File: src/rtl/avmm_read_master.sv
// rtl/avmm_read_master.sv - fetches NUM_WORDS 64-bit words over Avalon-MM and streams them MSB byte first
module avmm_read_master #(
    parameter int          NUM_WORDS = 9,
    parameter logic [31:0] BASE_ADDR = 32'd0,
    parameter int          TIMEOUT   = 1024
) (
    input  logic        clk,
    input  logic        rst,
    input  logic        start,
    output logic        busy,
    output logic        done,
    output logic        error,
    output logic [2:0]  state_dbg,
    output logic [31:0] avm_address,
    output logic        avm_read,
    input  logic [63:0] avm_readdata,
    input  logic        avm_readdatavalid,
    input  logic        avm_waitrequest,
    output logic [7:0]  out_byte,
    output logic        out_valid,
    input  logic        out_ready,
    output logic [3:0]  out_row,
    output logic        out_last
);

    localparam int             CW        = (TIMEOUT > 1) ? $clog2(TIMEOUT) : 1;
    localparam logic [CW-1:0]  CNT_LAST  = CW'(TIMEOUT - 1);
    localparam logic [3:0]     IDX_LAST  = 4'(NUM_WORDS - 1);

    typedef enum logic [2:0] {
        S_IDLE  = 3'd0,
        S_REQ   = 3'd1,
        S_WAIT  = 3'd2,
        S_DRAIN = 3'd3,
        S_DONE  = 3'd4,
        S_ERR   = 3'd5
    } state_t;

    state_t        state_q, state_d;
    logic [3:0]    idx_q, idx_d;
    logic [2:0]    k_q, k_d;
    logic [CW-1:0] cnt_q, cnt_d;
    logic [63:0]   buf_q, buf_d;

    always_ff @(posedge clk or posedge rst) begin
        if (rst) begin
            state_q <= S_IDLE;
            idx_q   <= 4'd0;
            k_q     <= 3'd0;
            cnt_q   <= '0;
            buf_q   <= 64'd0;
        end else begin
            state_q <= state_d;
            idx_q   <= idx_d;
            k_q     <= k_d;
            cnt_q   <= cnt_d;
            buf_q   <= buf_d;
        end
    end

    always_comb begin
        state_d = state_q;
        idx_d   = idx_q;
        k_d     = k_q;
        cnt_d   = cnt_q;
        buf_d   = buf_q;
        case (state_q)
            S_IDLE, S_DONE, S_ERR: begin
                if (start) begin
                    state_d = S_REQ;
                    idx_d   = 4'd0;
                    k_d     = 3'd0;
                    cnt_d   = '0;
                end
            end
            S_REQ: begin
                if (!avm_waitrequest) begin
                    state_d = S_WAIT;
                    cnt_d   = '0;
                end
            end
            S_WAIT: begin
                // A response on the final counted cycle still wins over the timeout.
                if (avm_readdatavalid) begin
                    buf_d   = avm_readdata;
                    k_d     = 3'd0;
                    state_d = S_DRAIN;
                end else if (cnt_q == CNT_LAST) begin
                    state_d = S_ERR;
                end else begin
                    cnt_d = cnt_q + 1'b1;
                end
            end
            S_DRAIN: begin
                if (out_ready) begin
                    if (k_q == 3'd7) begin
                        if (idx_q == IDX_LAST) begin
                            state_d = S_DONE;
                        end else begin
                            idx_d   = idx_q + 1'b1;
                            state_d = S_REQ;
                        end
                    end else begin
                        k_d = k_q + 1'b1;
                    end
                end
            end
            default: state_d = S_IDLE;
        endcase
    end

    // Every output is a decode of registered state; no input reaches them combinationally.
    assign state_dbg   = state_q;
    assign busy        = (state_q == S_REQ) || (state_q == S_WAIT) || (state_q == S_DRAIN);
    assign done        = (state_q == S_DONE);
    assign error       = (state_q == S_ERR);
    assign avm_read    = (state_q == S_REQ);
    assign avm_address = (state_q == S_REQ) ? (BASE_ADDR + {28'd0, idx_q}) : 32'd0;
    assign out_valid   = (state_q == S_DRAIN);
    assign out_byte    = (state_q == S_DRAIN) ? buf_q[{~k_q, 3'b000} +: 8] : 8'd0;
    assign out_row     = idx_q;
    assign out_last    = (state_q == S_DRAIN) && (k_q == 3'd7) && (idx_q == IDX_LAST);

endmodule
File: config.mk
export PLATFORM = sky130hd
export DESIGN_NAME = avmm_read_master
export DESIGN_NICKNAME = d
export VERILOG_FILES = /design/src/rtl/avmm_read_master.sv
export SDC_FILE = /design/constraint.sdc
export NUM_CORES = 1
export LEC_CHECK = 0
export BUFFER_PORTS_ARGS = -buffer_cell sky130_fd_sc_hd__buf_2
export CORE_ASPECT_RATIO = 0.5
export CORE_MARGIN = 10
export CORE_UTILIZATION = 45
export DETAILED_ROUTE_END_ITERATION = 16
export PLACE_DENSITY = 0.7
export SLEW_MARGIN = 20
export SYNTH_ARGS = -nofsm -noshare
export SYNTH_HDL_FRONTEND = slang
export SYNTH_SLANG_ARGS = --single-unit
File: constraint.sdc
create_clock -name clk -period 4.22 [get_ports clk]
set_clock_uncertainty 0.15 [all_clocks]
set_input_delay 1.055 -clock clk [delete_from_list [all_inputs] [get_ports clk]]
set_output_delay 1.055 -clock clk [all_outputs]
set_load 0.005 [all_outputs]
==> impl_metrics.csv <==
group,metric,value,unit
grt,grt_busiest_layer,"met2",
hold_path,hold_end,"cnt_q[6]$_DFFE_PP0P_",
layout,drive_gt1_frac,0.444,
floorplan,rows,26,
hold_path,worstHoldPathType,"register to register",
routing,wire_per_inst,17.2,µm
placement,dp_hpwl,7790,µm
grt,gr-usage-met2,0.228,
logic_synthesis,avgSynthCellArea,12.8,µm²
placement,port_buffers,94,
sta,rsz0062_at_grt,"false",
sta,slew_viol_final,0,
sta,tightest_slew,0.784,ns
routing,routed_via_density,5.01,
grt,overflow,0,
floorplan,fp.coreArea,10100,µm²
setup_path,path_class,"register to output port",
logic_synthesis,ys_top_cells_by_area,"dfrtp_1, mux2_4, mux4_2, buf_4, mux2_2",
clock_tree,clock_sinks,84,
setup_path,cp_max_fo,18,
routing,vias,2988,
sta,min_period_over_period,0.780,
grt,use_met1,0.162,
sta,setup_viol,0,
logic_synthesis,synth_largest_area_cell,"dfrtp_1",
setup_path,timing.rr.start,"state_dbg[1]$_DFFE_PP0P_",
grt,grtUsageMet3,0.0450,
setup_path,r2r-end,"buf_q[45]$_DFFE_PP0P_",
floorplan,dieArea,15000,µm²
setup_path,start_kind,"register",
logic_synthesis,netlist.area_leader.share,0.453,
sta,finalWorstSetupSlack,0.927,ns
layout,num-nets-final,528,
logic_synthesis,ys.flop_type,"dfrtp_1",
setup_path,ff2ff_path_depth,5,
power,total_leakage_power,2.51,nW
clock_tree,cts_tree,"built",
setup_path,regToRegSetupSlack,1.51,ns
placement,gp_congestion,0.777,
setup_path,cp.required,3.01,ns
logic_synthesis,synth-compound-area-share,0.0699,
routing,drt_wl_total,10300,µm
sta,setup_tns,0,ns
clock_tree,clk_latency,0.33,ns
clock_tree,postCtsSetupBuffers,0,
sta,period_minus_slack,3.29,ns
logic_synthesis,synthXorXnorAreaFrac,0,
flow_run,drv_cap,0,
logic_synthesis,synthSimpleGateAreaFrac,0.0944,
routing,drtIter0Drc,164,
logic_synthesis,synth-async-reset-ratio,1.00,
hold_path,whs_path_depth,1,
clock_tree,root_buffer,"clkbuf_16",
sta,relSlewSlack,0.477,
placement,dp.cells,582,
logic_synthesis,syn-cell-area,4640,µm²
sta,fmax,304,MHz
grt,grt_pass1_wl,16300,µm
logic_synthesis,seq_area_frac_synth,0.453,
placement,dpl_worst_slack,1.25,ns
logic_synthesis,synth.distinct_cells,53,
status,status,"finished clean",
routing,drc,0,
layout,stdcell_count,597,
clock_tree,hold_buffers,0,
logic_synthesis,muxShareOfSynthArea,0.280,
floorplan,chipWidth,164,µm
clock_tree,clk_pin_slew,0.06,ns
clock_tree,numCtsBuffers,9,
placement,placed_cell_area,5050,µm²
routing,final_antenna_net_count,0,
grt,grt_start_max_net_pins,58,
floorplan,io_pins,123,
setup_path,arrival,2.09,ns
layout,antenna_cells,0,
routing,dr.pass1.iters,4,
logic_synthesis,postSynthCellCount,361,
logic_synthesis,synth_top_family_by_area,"multiplexers",
sta,hold_viol,0,
logic_synthesis,synth_most_common_cell,"dfrtp_1",
clock_tree,cts_resized,0,
hold_path,worstHoldStart,"cnt_q[6]$_DFFE_PP0P_",
layout,syn_to_final_growth,15.4,%
grt,grt_use_total,0.136,
grt,grt_pass1_vias,3150,
clock_tree,cts_buffer_depth,2,
power,powerDensity,696,nW/µm²
layout,finalInstanceArea,5350,µm²
clock_tree,htree_levels,3,
logic_synthesis,synth_edf_count,0,
power,ir_drop,0.395,mV
layout,fin_util,0.529,
logic_synthesis,ys_warn_count,0,
floorplan,start_util,0.458,
logic_synthesis,ys_top_cells_by_count,"dfrtp_1, mux2_4, nand2_1",
logic_synthesis,synthAdderAreaFrac,0.0135,
power,finalPower,3.72,mW
setup_path,worst_setup_path_end_kind,"output port",
logic_synthesis,synth-seq-cells,84,
floorplan,fp.dieH,91.8,µm
sta,holdWs,0.346,ns
grt,antenna_found_initial,0,
[cell type report]
cell class,instances,area (µm²)
repair buffers,98,513
clock buffers,10,239
well taps,140,175
inverters,8,31.3
clock inverters,5,61.3
flip-flops and latches,84,2100
fillers,876,4770
multi-input cells,252,2230
[where the power goes]
part | internal (mW) | total [mW] | switching [mW]
Combinational | 0.912 | 1.51 | 0.600
Clock | 0.473 | 0.785 | 0.312
Sequential | 1.16 | 1.43 | 0.271
Total | 2.54 | 3.72 | 1.18
[worst max-delay path by stage]
stage	start	slack, ns	endpoint	depth (start not counted)
after floorplan	rst	0.85	buf_q[0]$_DFFE_PP0P_	1
after global placement	k_q[1]$_DFFE_PP0P_	1.25	out_byte[7]	4
after detailed placement	k_q[1]$_DFFE_PP0P_	1.25	out_byte[7]	4
after CTS	k_q[1]$_DFFE_PP0P_	0.87	out_byte[7]	4
after global routing	k_q[1]$_DFFE_PP0P_	0.76	out_byte[7]	4
final	k_q[1]$_DFFE_PP0P_	0.93	out_byte[7]	4
[per-layer routing]
| layer | vias to the layer above | routed length, µm |
|---|---|---|
| met5 | - | 0 |
| met4 | 0 | 60 |
| met3 | 4 | 850 |
| met2 | 103 | 5100 |
| met1 | 1454 | 4280 |
| li1 | 1427 | - |
[registers in the layout, indices dropped and copies added (netlist names)]
name,flops
k_q,3
state_dbg,3
cnt_q,10
buf_q,64
out_row,4
[layout by cell type (no fill, tap or decap), types with 2 or more instances in the layout]
| cell | instances |
|---|---|
| clkbuf_16 | 9 |
| mux2_2 | 16 |
| inv_1 | 6 |
| nor2b_1 | 3 |
| buf_2 | 94 |
| and2_1 | 3 |
| nor3_1 | 5 |
| nor2_1 | 13 |
| nand2_1 | 40 |
| o21ai_0 | 11 |
| a22o_1 | 2 |
| o41ai_1 | 2 |
| and3_1 | 2 |
| a211oi_2 | 2 |
| dfrtp_1 | 84 |
| ha_1 | 5 |
| a31oi_1 | 2 |
| nand3_1 | 8 |
| buf_4 | 3 |
| conb_1 | 28 |
| o22a_1 | 2 |
| mux2_1 | 2 |
| a21oi_1 | 12 |
| mux2_4 | 49 |
| mux4_2 | 16 |
| clkinvlp_4 | 3 |
| o31ai_1 | 5 |
| nand2b_1 | 2 |
[critical path: stages (launching register included)]
cell and delay [ns]:
dfrtp_1 0.85, mux4_2 0.58, nand2_1 0.08, a21oi_1 0.08, buf_2 0.16
[logic make-up after synthesis]
kind of cell    Yosys count
simple gates             89
flops                    84
mux                      83
buf+inv                  52
compound gates           47
fa+ha+maj                 5
other cells               1
Note: power is estimated with default switching activity, not from simulation.
